## src/rtl/stream_packer_if.sv

```systemverilog
// Handshake bundle for stream_packer: narrow beat input side and wide word output side.
// The slave modport is the packer's view; master is the driving environment's view.
interface stream_packer_if #(
    parameter int DataWidth = 8,
    parameter int Beats     = 4
);
    logic                       s_valid_i;
    logic                       s_ready_o;
    logic [DataWidth-1:0]       s_data_i;
    logic                       m_valid_o;
    logic                       m_ready_i;
    logic [DataWidth*Beats-1:0] m_data_o;

    modport slave (
        input  s_valid_i,
        input  s_data_i,
        output s_ready_o,
        output m_valid_o,
        output m_data_o,
        input  m_ready_i
    );

    modport master (
        output s_valid_i,
        output s_data_i,
        input  s_ready_o,
        input  m_valid_o,
        input  m_data_o,
        output m_ready_i
    );
endinterface

```

## src/rtl/stream_packer.sv

```systemverilog
// Packs Beats consecutive DataWidth-bit beats into one little-endian word.
// Optional partial-word flush enabled by defining STREAM_PACKER_FLUSH_EN.
module stream_packer #(
    parameter int DataWidth = 8,
    parameter int Beats     = 4
) (
    input  logic                     clock_i,
    input  logic                     reset_i,
`ifdef STREAM_PACKER_FLUSH_EN
    input  logic                     flush_i,
    output logic [$clog2(Beats):0]   m_count_o,
`endif
    stream_packer_if.slave           bus
);
    localparam int CW = $clog2(Beats);
    localparam int WW = DataWidth * Beats;
    localparam logic [CW-1:0] LAST = CW'(Beats - 1);

    logic [CW-1:0] count_q, count_d;
    logic [WW-1:0] acc_q, acc_d;
    logic [WW-1:0] m_data_q, m_data_d;
    logic          m_valid_q, m_valid_d;
    logic [WW-1:0] merged;
    logic          accept;
    logic          last;
    logic          out_free;

`ifdef STREAM_PACKER_FLUSH_EN
    logic          flush_pending_q, flush_pending_d;
    logic [CW:0]   m_count_q, m_count_d;
    logic [CW:0]   fill;
`endif

    assign last     = (count_q == LAST);
    assign out_free = ~m_valid_q | bus.m_ready_i;

    // Only the final beat needs a free output slot; partial beats always fit.
    assign bus.s_ready_o = reset_i & ~(last & m_valid_q & ~bus.m_ready_i);
    assign accept        = bus.s_valid_i & bus.s_ready_o;

    assign bus.m_valid_o = m_valid_q;
    assign bus.m_data_o  = m_data_q;

    always_comb begin
        merged = acc_q;
        for (int b = 0; b < Beats; b++) begin
            if (accept && count_q == CW'(b)) begin
                merged[b*DataWidth +: DataWidth] = bus.s_data_i;
            end
        end
    end

`ifdef STREAM_PACKER_FLUSH_EN
    assign fill      = {1'b0, count_q} + {{CW{1'b0}}, accept};
    assign m_count_o = m_count_q;
`endif

    always_comb begin
        count_d   = count_q;
        acc_d     = acc_q;
        m_data_d  = m_data_q;
        m_valid_d = m_valid_q & ~bus.m_ready_i;
`ifdef STREAM_PACKER_FLUSH_EN
        m_count_d       = m_count_q;
        flush_pending_d = flush_pending_q | flush_i;
`endif
        if (accept && last) begin
            m_data_d  = merged;
            m_valid_d = 1'b1;
            count_d   = '0;
            acc_d     = '0;
`ifdef STREAM_PACKER_FLUSH_EN
            m_count_d       = (CW+1)'(Beats);
            flush_pending_d = 1'b0;
`endif
        end else begin
            if (accept) begin
                acc_d   = merged;
                count_d = count_q + CW'(1);
            end
`ifdef STREAM_PACKER_FLUSH_EN
            // Upper slots of acc_q are already zero, so merged is the padded word.
            if (flush_pending_d && out_free) begin
                if (fill != '0) begin
                    m_data_d  = merged;
                    m_valid_d = 1'b1;
                    m_count_d = fill;
                    count_d   = '0;
                    acc_d     = '0;
                end
                flush_pending_d = 1'b0;
            end
`endif
        end
    end

    always_ff @(posedge clock_i) begin
        if (!reset_i) begin
            count_q   <= '0;
            acc_q     <= '0;
            m_data_q  <= '0;
            m_valid_q <= 1'b0;
`ifdef STREAM_PACKER_FLUSH_EN
            m_count_q       <= (CW+1)'(Beats);
            flush_pending_q <= 1'b0;
`endif
        end else begin
            count_q   <= count_d;
            acc_q     <= acc_d;
            m_data_q  <= m_data_d;
            m_valid_q <= m_valid_d;
`ifdef STREAM_PACKER_FLUSH_EN
            m_count_q       <= m_count_d;
            flush_pending_q <= flush_pending_d;
`endif
        end
    end

endmodule

```

## src/flat_wrapper.sv

```systemverilog
// flat-port wrapper written by rule: the top's interface ports become plain ports
module stream_packer_flat 
#(
    parameter int DataWidth = 8,
    parameter int Beats     = 4
)
  (clock_i, reset_i, bus_s_valid_i, bus_s_data_i, bus_s_ready_o, bus_m_valid_o, bus_m_data_o, bus_m_ready_i);
  stream_packer_if #(.DataWidth(DataWidth), .Beats(Beats)) bus_i ();
  input  logic clock_i;
  input  logic reset_i;
  input wire logic [$bits(bus_i.s_valid_i)-1:0] bus_s_valid_i;
  input wire logic [$bits(bus_i.s_data_i)-1:0] bus_s_data_i;
  output wire logic [$bits(bus_i.s_ready_o)-1:0] bus_s_ready_o;
  output wire logic [$bits(bus_i.m_valid_o)-1:0] bus_m_valid_o;
  output wire logic [$bits(bus_i.m_data_o)-1:0] bus_m_data_o;
  input wire logic [$bits(bus_i.m_ready_i)-1:0] bus_m_ready_i;
  assign bus_i.s_valid_i = bus_s_valid_i;
  assign bus_i.s_data_i = bus_s_data_i;
  assign bus_s_ready_o = bus_i.s_ready_o;
  assign bus_m_valid_o = bus_i.m_valid_o;
  assign bus_m_data_o = bus_i.m_data_o;
  assign bus_i.m_ready_i = bus_m_ready_i;
  stream_packer #(.DataWidth(DataWidth), .Beats(Beats)) u_core (.clock_i(clock_i), .reset_i(reset_i), .bus(bus_i));
endmodule
```

## config.mk

```make
export PLATFORM = sky130hd
export DESIGN_NAME = stream_packer_flat
export DESIGN_NICKNAME = d
export VERILOG_FILES = /design/src/rtl/stream_packer_if.sv /design/src/rtl/stream_packer.sv /design/src/flat_wrapper.sv
export SDC_FILE = /design/constraint.sdc
export NUM_CORES = 1
export LEC_CHECK = 0
export ABC_AREA = 0
export ABC_CLOCK_PERIOD_IN_PS = 2800
export CORE_AREA = 2 2 82 84
export CTS_CLUSTER_DIAMETER = 120
export CTS_CLUSTER_SIZE = 28
export DETAILED_ROUTE_END_ITERATION = 12
export DIE_AREA = 0 0 84 86
export GPL_TIMING_DRIVEN = 1
export MAX_ROUTING_LAYER = met4
export PLACE_DENSITY = 0.67
export SLEW_MARGIN = 20
export SYNTH_ARGS = -nofsm -noshare
export SYNTH_HDL_FRONTEND = slang
export SYNTH_SLANG_ARGS = --single-unit
export TNS_END_PERCENT = 20
```

## constraint.sdc

```tcl
create_clock -name clock_i -period 2.8 [get_ports clock_i]
set_clock_uncertainty 0.15 [all_clocks]
set_input_delay 0.42 -clock clock_i [delete_from_list [all_inputs] [get_ports clock_i]]
set_output_delay 0.42 -clock clock_i [all_outputs]
set_load 0.005 [all_outputs]
```

==> out/metrics.csv, run 1 <==
metric;value;unit
outcome;complete, no violations;
p_clk_share;51.0;%
nets;372;
numClockSinks;59;
firstDrtPassIters;4;
yosysUniqueCellTypes;28;
drt-initial-drc-count;234;
drcViolationCount;0;
worstMarginPinSlew;0.465;ns
critPathKind;reg2out;
p_per_area;587;nW/µm²
min_to;u_core.bus.m_data_o[31]$_SDFFE_PN0P_;
clockBufferDepth;2;
ant_nets;0;
rr_worst_depth;5;
grt_overflow;0;
cts_inserted_buffers;9;
reg2reg_from;u_core.count_q[0]$_SDFFE_PP0N_;
netlist.area_leader.share;43.1;%
synth.area.top_cells;dfxtp_1 43%, nand3_1 11%, o221ai_1 7.3%, or4_1 6.3%, o21ai_1 5.5%;
synth_nets;342;
viasPerCell;5.91;
first_global_vias;2270;
post_drt_wl_per_cell;16.9;µm
pwr-share-comb;6.1;%
start_kind;flop;
yosys.area.top_type;dfxtp_1;
clk_latency;0.33;ns
grt_usage;21.6;%
drv_slew;0;
grt_setup_unrepaired;no;
avgSynthCellArea;8.41;µm²
cts_max_level;3;
period_minus_slack;2.46;ns
slew_headroom;69.0;%
p_sw_share;20.5;%
fmax;0.406;GHz
die_y;86;µm
cap_violations;0;
reg2reg_to;u_core.bus.m_data_o[23]$_SDFFE_PN0P_;
critPathMaxFanout;11;
antenna_found_initial;0;
synth_cells;326;
yosysWarnings;0;
p_leak;1.13;nW
cts.clk_slew.worst_paths;0.07;ns
rows;29;
start_util;43.7;%
pwr-share-seq;42.9;%
timing.final.crit_share;87.9;%
tns;0;ns
dpl.hpwl;4850;µm
whs_path_depth;2;
gp_congestion;0.825;
grt_start_max_net_pins;44;
multi_input_area;1340;µm²
hold_path_class;reg2reg;
hold_viol_final;0;
core_region_area;6280;µm²
grt_pass1_wl;12000;µm
power.switching;411;µW
synth-seq-area-share;43.1;%
syn_area;2740;µm²
antennaDiodeCount;0;
hold_ws;0.298;ns
cts_root_buf;clkbuf_8;
crit_required;2.23;ns
yosys_register_bits;59;
ctsHoldBuffers;0;
vias;2584;
cts_tree;built;
final_layout_size_suffix_gt1_share;9.17;%
vdd_drop_max;300;µV
port-buffer-count;45;
setup_viol;0;
drt-total-wl;7360;µm
end_kind;output pin;
postCtsSetupBuffers;0;
cell_internal_pwr;1.60;mW
hp-start;u_core.bus.m_data_o[31]$_SDFFE_PN0P_;
die_area;7220;µm²
die_w;84;µm
areaGrowthSynthToFinish;24.7;%
cp.arrival;1.89;ns
fillerInstances;588;
cts_resized;0;
regToRegSetupSlack;0.59;ns
pin_count;46;
layout.area.seq;1180;µm²
[cell usage in the layout, fill, tap and decap left out, drive strengths merged, types with 10 or more instances in the layout]
cell type	n
a21oi	26
and3	11
buf	10
clkbuf	10
clkdlybuf4s50	44
dfxtp	59
nand2	35
nand3	61
o21ai	34
o221ai	24
or4	24
[Yosys cell counts (all sizes together)]
cell,count
nand3,61
dfxtp,59
nand2,35
o21ai,34
a21oi,26
buf,24
o221ai,24
or4,24
and3,11
clkbuf,11
inv,5
ha,4
a21o,1
and3b,1
nand2b,1
nand3b,1
nor2,1
nor2b,1
nor4,1
o31ai,1
[layer usage]
metal  up-vias  share of wire, %  GRT usage [%]
li1       1278                 -              -
met1      1198                48           31.2
met2       100                44           29.7
met3         8               6.2           3.66
met4         0               1.4           8.65
met5         -                 0              -
[cells by family (layout without fill, tap and decap cells)]
group | count (synthesis) | after routing | synth area share (%)
buffers and inverters | 40 | 74 | 8.22
AND/OR/NAND/NOR | 137 | 137 | 27.3
AO/OA/AOI/OAI | 86 | 86 | 19.6
flip-flops | 59 | 59 | 43.1
adder cells (fa/ha/maj) | 4 | 4 | 1.83
[worst max-delay path, stage by stage (launching register included)]
cell	delay, ns
dfxtp_1	0.34
ha_1	0.35
and3b_1	0.27
nor2_1	0.09
clkdlybuf4s50_1	0.50
[sequential cells by signal, summed over array words and instances (netlist names)]
| name | cells |
|---|---|
| u_core.bus.m_valid_o | 1 |
| u_core.count_q | 2 |
| u_core.bus.m_data_o | 32 |
| u_core.acc_q | 24 |
[how the worst max path moves through the flow]
stage	startpoint	to	slack [ns]	cells after the start
after CTS	u_core.count_q[0]$_SDFFE_PP0N_	bus_s_ready_o	0.34	4
after detailed placement	bus_m_ready_i	bus_s_ready_o	0.52	4
after global placement	bus_m_ready_i	bus_s_ready_o	0.52	4
after global routing	u_core.count_q[0]$_SDFFE_PP0N_	bus_s_ready_o	0.28	4
after floorplan	u_core.count_q[0]$_SDFFE_PP0N_	u_core.bus.m_data_o[23]$_SDFFE_PN0P_	1.01	7
final	u_core.count_q[0]$_SDFFE_PP0N_	bus_s_ready_o	0.34	4
[per-stage QoR]
stage / setup WS, ns / util [%] / instance area (µm²) / instances / power [mW]
4_1_cts: 0.336 / 54.5 / 3420 / 437 / 2.02
2_1_floorplan: 1.01 / - / 2740 / 326 / 0.958
6_report: 0.340 / 54.5 / 3420 / 437 / 2.01
5_1_grt: 0.279 / 54.5 / 3420 / 437 / 2.07
3_5_place_dp: 0.516 / 50.3 / 3160 / 422 / 0.999
3_3_place_gp: 0.517 / 50.3 / 3160 / 422 / 0.997
[final cells by class]
cell class	count	area share (%)
flip-flops and latches	59	34.5
multi-input cells	227	39.0
inverters	5	0.549
clock inverters	5	3.66
repair buffers	54	15.4
well taps	77	2.82
clock buffers	10	4.02
[power groups by stage]
| stage | Combinational, mW | Clock, mW | Sequential, mW |
|---|---|---|---|
| global placement | 0.119 | 0 | 0.879 |
| global route | 0.134 | 1.07 | 0.862 |
| CTS | 0.121 | 1.04 | 0.860 |
| detailed placement | 0.120 | 0 | 0.879 |
| finish | 0.122 | 1.02 | 0.861 |
| floorplan | 0.0816 | 0 | 0.877 |
No activity file was read; power rests on OpenSTA's default activity.
==> run 2, diff against run 1 <==
--- a/config.mk
+++ b/config.mk
@@ -12,7 +12,7 @@
 export CTS_CLUSTER_SIZE = 28
 export DETAILED_ROUTE_END_ITERATION = 12
 export DIE_AREA = 0 0 84 86
-export GPL_TIMING_DRIVEN = 1
+export GPL_TIMING_DRIVEN = 0
 export MAX_ROUTING_LAYER = met4
 export PLACE_DENSITY = 0.67
 export SLEW_MARGIN = 20
==> run 2 against run 1 <==
Clock power shrank 17%. Clock-buffer cell count shrank 1. Maximum frequency shrank 3.6%. Critical path depth grew 1. Highest routed layer unchanged.
==> out/metrics.csv, run 2 (same netlist as run 1, synthesis figures left out) <==
metric;value;unit;change
outcome;complete, no violations;;
areaGrowthSynthToFinish;27.3;%;
grt_start_max_net_pins;19;;-57%
vias;2644;;+2.3%
grt_pass1_wl;12600;µm;+4.6%
p_per_area;527;nW/µm²;-10%
final_cell_mix;61 x nand3_1, 59 x dfxtp_1, 44 x clkdlybuf4s50_1;;
clk_latency;0.34;ns;about the same
die_w;84;µm;unchanged
critPathMaxStageDelay;0.52;ns;+0.02 ns
dpl.hpwl;5740;µm;+18%
dpl_worst_slack;0.000516;ns;-0.516 ns
port-buffer-count;44;;-2.2%
hold_path_class;in2reg;;
post_drt_wl_per_cell;16.6;µm;-1.7%
first_global_vias;2473;;+8.9%
nets;396;;+6.5%
pin_count;46;;unchanged
start_util;43.7;%;unchanged
core_region_area;6280;µm²;unchanged
largest_reg_flops;32;;unchanged
ant_nets;0;;unchanged
rr_worst_depth;5;;unchanged
viasPerCell;5.72;;-3.2%
grt_usage;22.9;%;+1.3 points
drv_slew;0;;unchanged
numClockSinks;59;;unchanged
reg2reg_to;u_core.bus.m_data_o[3]$_SDFFE_PN0P_;;
drt-initial-drc-count;162;;-31%
fmax;0.392;GHz;-3.6%
crit_end;bus_s_ready_o;;
cap_violations;0;;unchanged
end_kind;output pin;;
firstDrtPassIters;4;;unchanged
die_area;7220;µm²;unchanged
cts_max_level;3;;unchanged
gp_congestion;0.943;;+14%
start_kind;input port;;
cts_inserted_buffers;9;;unchanged
regToRegSetupSlack;0.74;ns;+0.15 ns
antennaDiodeCount;0;;unchanged
critPathKind;in2out;;
path_cells;clkdlybuf4s50_1 > and3b_1 > buf_2 > nor2_1 > clkdlybuf4s50_1;;
rows;29;;unchanged
final_common_cell;nand3_1;;
clockBufferDepth;2;;unchanged
p_leak;1.17;nW;+4.2%
cp.arrival;1.98;ns;+0.09 ns
fin_ws;0.249;ns;-0.0907 ns
critPathLaunch;bus_m_ready_i;;
die_y;86;µm;unchanged
final_layout_size_suffix_gt1_share;12.2;%;+3.0 points
hold_viol_final;0;;unchanged
cts.clk_slew.worst_paths;0.07;ns;about the same
crit_cells;5;;+1
drcViolationCount;0;;unchanged
fin_area;3490;µm²;+2.1%
grt_setup_unrepaired;no;;
tns;0;ns;unchanged
post_dp_cell_area;3280;µm²;+3.8%
setup_viol;0;;unchanged
timing.final.crit_share;91.1;%;+3.2 points
critPathMostFrequentCell;clkdlybuf4s50_1;;
drt-total-wl;7650;µm;+3.9%
crit_slowest_cell;clkdlybuf4s50_1;;
slew_headroom;66.8;%;-2.2 points
vdd_drop_max;328;µV;+9.2%
period_minus_slack;2.55;ns;+0.0907 ns
critPathMaxFanout;18;;+7
worstMarginPinSlew;0.495;ns;+0.0303 ns
grt_overflow;0;;unchanged
crit_required;2.23;ns;about the same
cpLargestDelayFamily;buffers and inverters;;
reg2reg_from;u_core.count_q[0]$_SDFFE_PP0N_;;
cp.buffers_inverters;3;;+2
antenna_found_initial;0;;unchanged
cts_tree;built;;
cts_root_buf;clkbuf_8;;
run 2: power by group:
group / total [mW] / leakage [nW] / switching (mW) / internal [mW]
clock: 0.846 / 0.101 / 0.349 / 0.497
sequential: 0.861 / 0.477 / 0.00878 / 0.852
combinational: 0.133 / 0.596 / 0.0812 / 0.0514
total: 1.84 / 1.17 / 0.439 / 1.40
run 2: how the worst min path moves through the flow:
stage,from,to,depth (start not counted)
CTS,reset_i,u_core.count_q[0]$_SDFFE_PP0N_,3
detailed placement,u_core.bus.m_data_o[31]$_SDFFE_PN0P_,u_core.bus.m_data_o[31]$_SDFFE_PN0P_,2
floorplan,u_core.bus.m_data_o[24]$_SDFFE_PN0P_,u_core.bus.m_data_o[24]$_SDFFE_PN0P_,2
global route,reset_i,u_core.count_q[0]$_SDFFE_PP0N_,3
global placement,u_core.bus.m_data_o[30]$_SDFFE_PN0P_,u_core.bus.m_data_o[30]$_SDFFE_PN0P_,2
finish,reset_i,u_core.count_q[0]$_SDFFE_PP0N_,3
run 2: through the flow:
step / util [%] / std cells / total power [mW] / hold slack (ns)
final: 55.6 / 462 / 1.84 / 0.241
after global routing: 55.6 / 462 / 1.90 / 0.234
after CTS: 55.6 / 462 / 1.84 / 0.236
after detailed placement: 52.2 / 447 / 1.01 / 0.291
after global placement: 52.2 / 447 / 1.01 / 0.288
after floorplan: - / 326 / 0.958 / 0.295
run 2: layer usage:
layer	share of wire [%]	vias to the layer above	track usage [%]
met5	0	-	-
met4	1.7	0	8.80
met3	4.8	15	3.85
li1	-	1322	-
met1	48	1235	31.2
met2	45	72	34.0
run 2: repair_timing:
action / CTS / global route
hold buffers: 0 / 0
endpoints found under the hold margin: 0 / 0
resized for setup: 0 / 0
buffers inserted: 0 / 0
endpoints found under the setup margin: 1 / 0
run 2: final cells by class:
class                      count  area (µm²)
clock buffer                   9         124
fill                         590        2790
multi-input combinational    227        1340
buffer                        34         203
timing repair buffer          44         440
sequential                    59        1180
tap                           77        96.3
clock inverter                 7        92.6
inverter                       5        18.8
run 2: tightest hold or removal path, stage by stage:
cell and delay, ns:
buf_6 0.12, inv_2 0.10, a21oi_1 0.05
==> run 3, diff against run 2 <==
--- a/config.mk
+++ b/config.mk
@@ -6,7 +6,7 @@
 export NUM_CORES = 1
 export LEC_CHECK = 0
 export ABC_AREA = 0
-export ABC_CLOCK_PERIOD_IN_PS = 2800
+export ABC_CLOCK_PERIOD_IN_PS = 2310
 export CORE_AREA = 2 2 82 84
 export CTS_CLUSTER_DIAMETER = 120
 export CTS_CLUSTER_SIZE = 28
@@ -14,7 +14,7 @@
 export DIE_AREA = 0 0 84 86
 export GPL_TIMING_DRIVEN = 0
 export MAX_ROUTING_LAYER = met4
-export PLACE_DENSITY = 0.67
+export PLACE_DENSITY = 0.7
 export SLEW_MARGIN = 20
 export SYNTH_ARGS = -nofsm -noshare
 export SYNTH_HDL_FRONTEND = slang
==> constraint.sdc (replaced) <==
create_clock -name clock_i -period 2.31 [get_ports clock_i]
set_clock_uncertainty 0.15 [all_clocks]
set_input_delay 0.3465 -clock clock_i [delete_from_list [all_inputs] [get_ports clock_i]]
set_output_delay 0.3465 -clock clock_i [all_outputs]
set_load 0.005 [all_outputs]
==> run 3 against run 2 <==
Die area did not move. Global-route usage rose by 0.066 points. Register-to-register slack got worse by 0.38 ns. Clock-buffer cell count rose by 2. Critical path depth did not move. Non-clock buffer count did not move. Via count rose by 2.7%. Combinational power rose by 20%. Design area fell by 0.36%. Sequential share of layout area rose by 0.19 points. Routed wire length rose by 0.78%. Critical endpoint unchanged. Largest cell class unchanged. Largest power group unchanged. Highest routed layer unchanged.
==> out/metrics.csv, run 3 (same netlist as run 1, synthesis figures left out) <==
metric;value;unit;change
outcome;complete, no violations;;
final_common_cell;nand3_1;;
nets;396;;unchanged
crit_cells;5;;unchanged
cp.buffers_inverters;2;;-1
rows;29;;unchanged
final_layout_size_suffix_gt1_share;12.7;%;+0.52 points
vdd_drop_max;372;µV;+14%
cts_tree;built;;
p_leak;1.17;nW;-0.18%
cts.clk_slew.worst_paths;0.07;ns;about the same
cap_violations;0;;unchanged
slew_headroom;65.3;%;-1.5 points
drt-total-wl;7710;µm;+0.78%
cp.arrival;1.60;ns;-0.38 ns
fmax;0.477;GHz;
cpLargestDelayFamily;buffers and inverters;;
grt_usage;22.9;%;+0.066 points
crit_end;bus_s_ready_o;;
clk_latency;0.34;ns;about the same
pin_count;46;;unchanged
postCtsSetupBuffers;0;;unchanged
dpl_worst_slack;-0.319;ns;-0.320 ns
reg2reg_from;u_core.count_q[0]$_SDFFE_PP0N_;;
grt_overflow;0;;unchanged
pwr-share-seq;49.0;%;+2.2 points
drt-initial-drc-count;200;;+23%
numClockSinks;59;;unchanged
port-buffer-count;44;;unchanged
hold_viol_final;0;;unchanged
drv_slew;0;;unchanged
gp_congestion;0.923;;-2.1%
power.switching;516;µW;+17%
p_per_area;613;nW/µm²;+16%
fin_ws;0.212;ns;-0.0369 ns
largest_reg_flops;32;;unchanged
end_kind;output pin;;
rr_worst_depth;7;;+2
critPathMaxStageDelay;0.36;ns;-0.16 ns
grt_start_max_net_pins;19;;unchanged
setup_viol;0;;unchanged
grt_setup_unrepaired;no;;
power.total;2.13;mW;+16%
p_sw_share;24.2;%;+0.31 points
critPathLaunch;u_core.count_q[0]$_SDFFE_PP0N_;;
first_global_vias;2481;;+0.32%
regToRegSetupSlack;0.36;ns;-0.38 ns
viasPerCell;5.88;;+2.7%
reg2reg_to;u_core.bus.m_data_o[23]$_SDFFE_PN0P_;;
die_y;86;µm;unchanged
cell_internal_pwr;1.62;mW;+15%
p_clk_share;43.5;%;-2.5 points
grt_pass1_wl;12700;µm;+0.60%
cts_root_buf;clkbuf_8;;
start_util;43.7;%;unchanged
vias;2715;;+2.7%
clockBufferDepth;2;;unchanged
fin_area;3480;µm²;-0.36%
cts_inserted_buffers;9;;unchanged
worstMarginPinSlew;0.518;ns;+0.0228 ns
critPathKind;reg2out;;
die_w;84;µm;unchanged
crit_slowest_cell;dfxtp_2;;
final_cell_mix;61 x nand3_1, 57 x dfxtp_1, 43 x clkdlybuf4s50_1;;
hold_path_class;in2reg;;
pwr-share-comb;7.5;%;+0.3 points
dpl.hpwl;5770;µm;+0.62%
ant_nets;0;;unchanged
antenna_found_initial;0;;unchanged
path_cells;ha_2 > and3b_1 > buf_6 > nor2_1 > dlygate4sd2_1;;
antennaDiodeCount;0;;unchanged
die_area;7220;µm²;unchanged
critPathMaxFanout;18;;unchanged
areaGrowthSynthToFinish;26.9;%;
timing.final.crit_share;90.8;%;
drcViolationCount;0;;unchanged
core_region_area;6280;µm²;unchanged
period_minus_slack;2.10;ns;
post_drt_wl_per_cell;16.7;µm;+0.78%
crit_required;1.81;ns;-0.42 ns
post_dp_cell_area;3280;µm²;unchanged
firstDrtPassIters;5;;+1
cts_max_level;3;;unchanged
start_kind;flop;;
[run 3: final cells by class]
type | instances | area, µm²
Buffer | 34 | 209
Clock buffer | 11 | 141
Clock inverter | 5 | 52.6
Fill cell | 606 | 2800
Inverter | 5 | 18.8
Multi-Input combinational cell | 227 | 1340
Sequential cell | 59 | 1180
Tap cell | 77 | 96.3
Timing Repair Buffer | 44 | 439
[run 3: power by group through the flow]
stage	logic, mW	registers [mW]	clock network, mW
2_1_floorplan	0.0989	1.06	0
3_3_place_gp	0.157	1.07	0
3_5_place_dp	0.158	1.07	0
4_1_cts	0.158	1.04	0.942
5_1_grt	0.175	1.05	0.979
6_report	0.160	1.04	0.928
[run 3: routing by layer]
metal | up-vias | track usage [%] | part of all wire [%]
met5 | - | - | 0
met4 | 0 | 10.7 | 2.1
met3 | 18 | 4.14 | 7.4
met2 | 116 | 33.4 | 44
met1 | 1255 | 30.9 | 47
li1 | 1326 | - | -
[run 3: worst min-delay path, delay by kind of cell]
family	cells	cell delay, ns
AO/OA/AOI/OAI	1	0.05
buffers and inverters	2	0.20
[run 3: worst min path at each step]
stage | start | cells past startpoint | slack (ns) | to
after global routing | reset_i | 3 | 0.15 | u_core.count_q[0]$_SDFFE_PP0N_
after CTS | reset_i | 3 | 0.14 | u_core.count_q[1]$_SDFFE_PP0N_
after floorplan | u_core.bus.m_data_o[24]$_SDFFE_PN0P_ | 2 | 0.29 | u_core.bus.m_data_o[24]$_SDFFE_PN0P_
final | reset_i | 3 | 0.14 | u_core.count_q[1]$_SDFFE_PP0N_
after global placement | u_core.bus.m_data_o[25]$_SDFFE_PN0P_ | 2 | 0.29 | u_core.bus.m_data_o[25]$_SDFFE_PN0P_
after detailed placement | u_core.bus.m_data_o[27]$_SDFFE_PN0P_ | 2 | 0.29 | u_core.bus.m_data_o[27]$_SDFFE_PN0P_
[run 3: repair_timing]
action | in CTS | in global routing
resized for setup | 6 | 0
hold buffers | 0 | 0
endpoints found under the setup margin | 1 | 0
[run 3: stage by stage]
| stage | TNS, ns | instances | util [%] | hold slack, ns |
|---|---|---|---|---|
| floorplan | 0 | 326 | - | 0.295 |
| global placement | -0.332 | 447 | 52.2 | 0.286 |
| detailed placement | -0.319 | 447 | 52.2 | 0.291 |
| CTS | 0 | 462 | 55.4 | 0.138 |
| global route | 0 | 462 | 55.4 | 0.154 |
| finish | 0 | 462 | 55.4 | 0.144 |
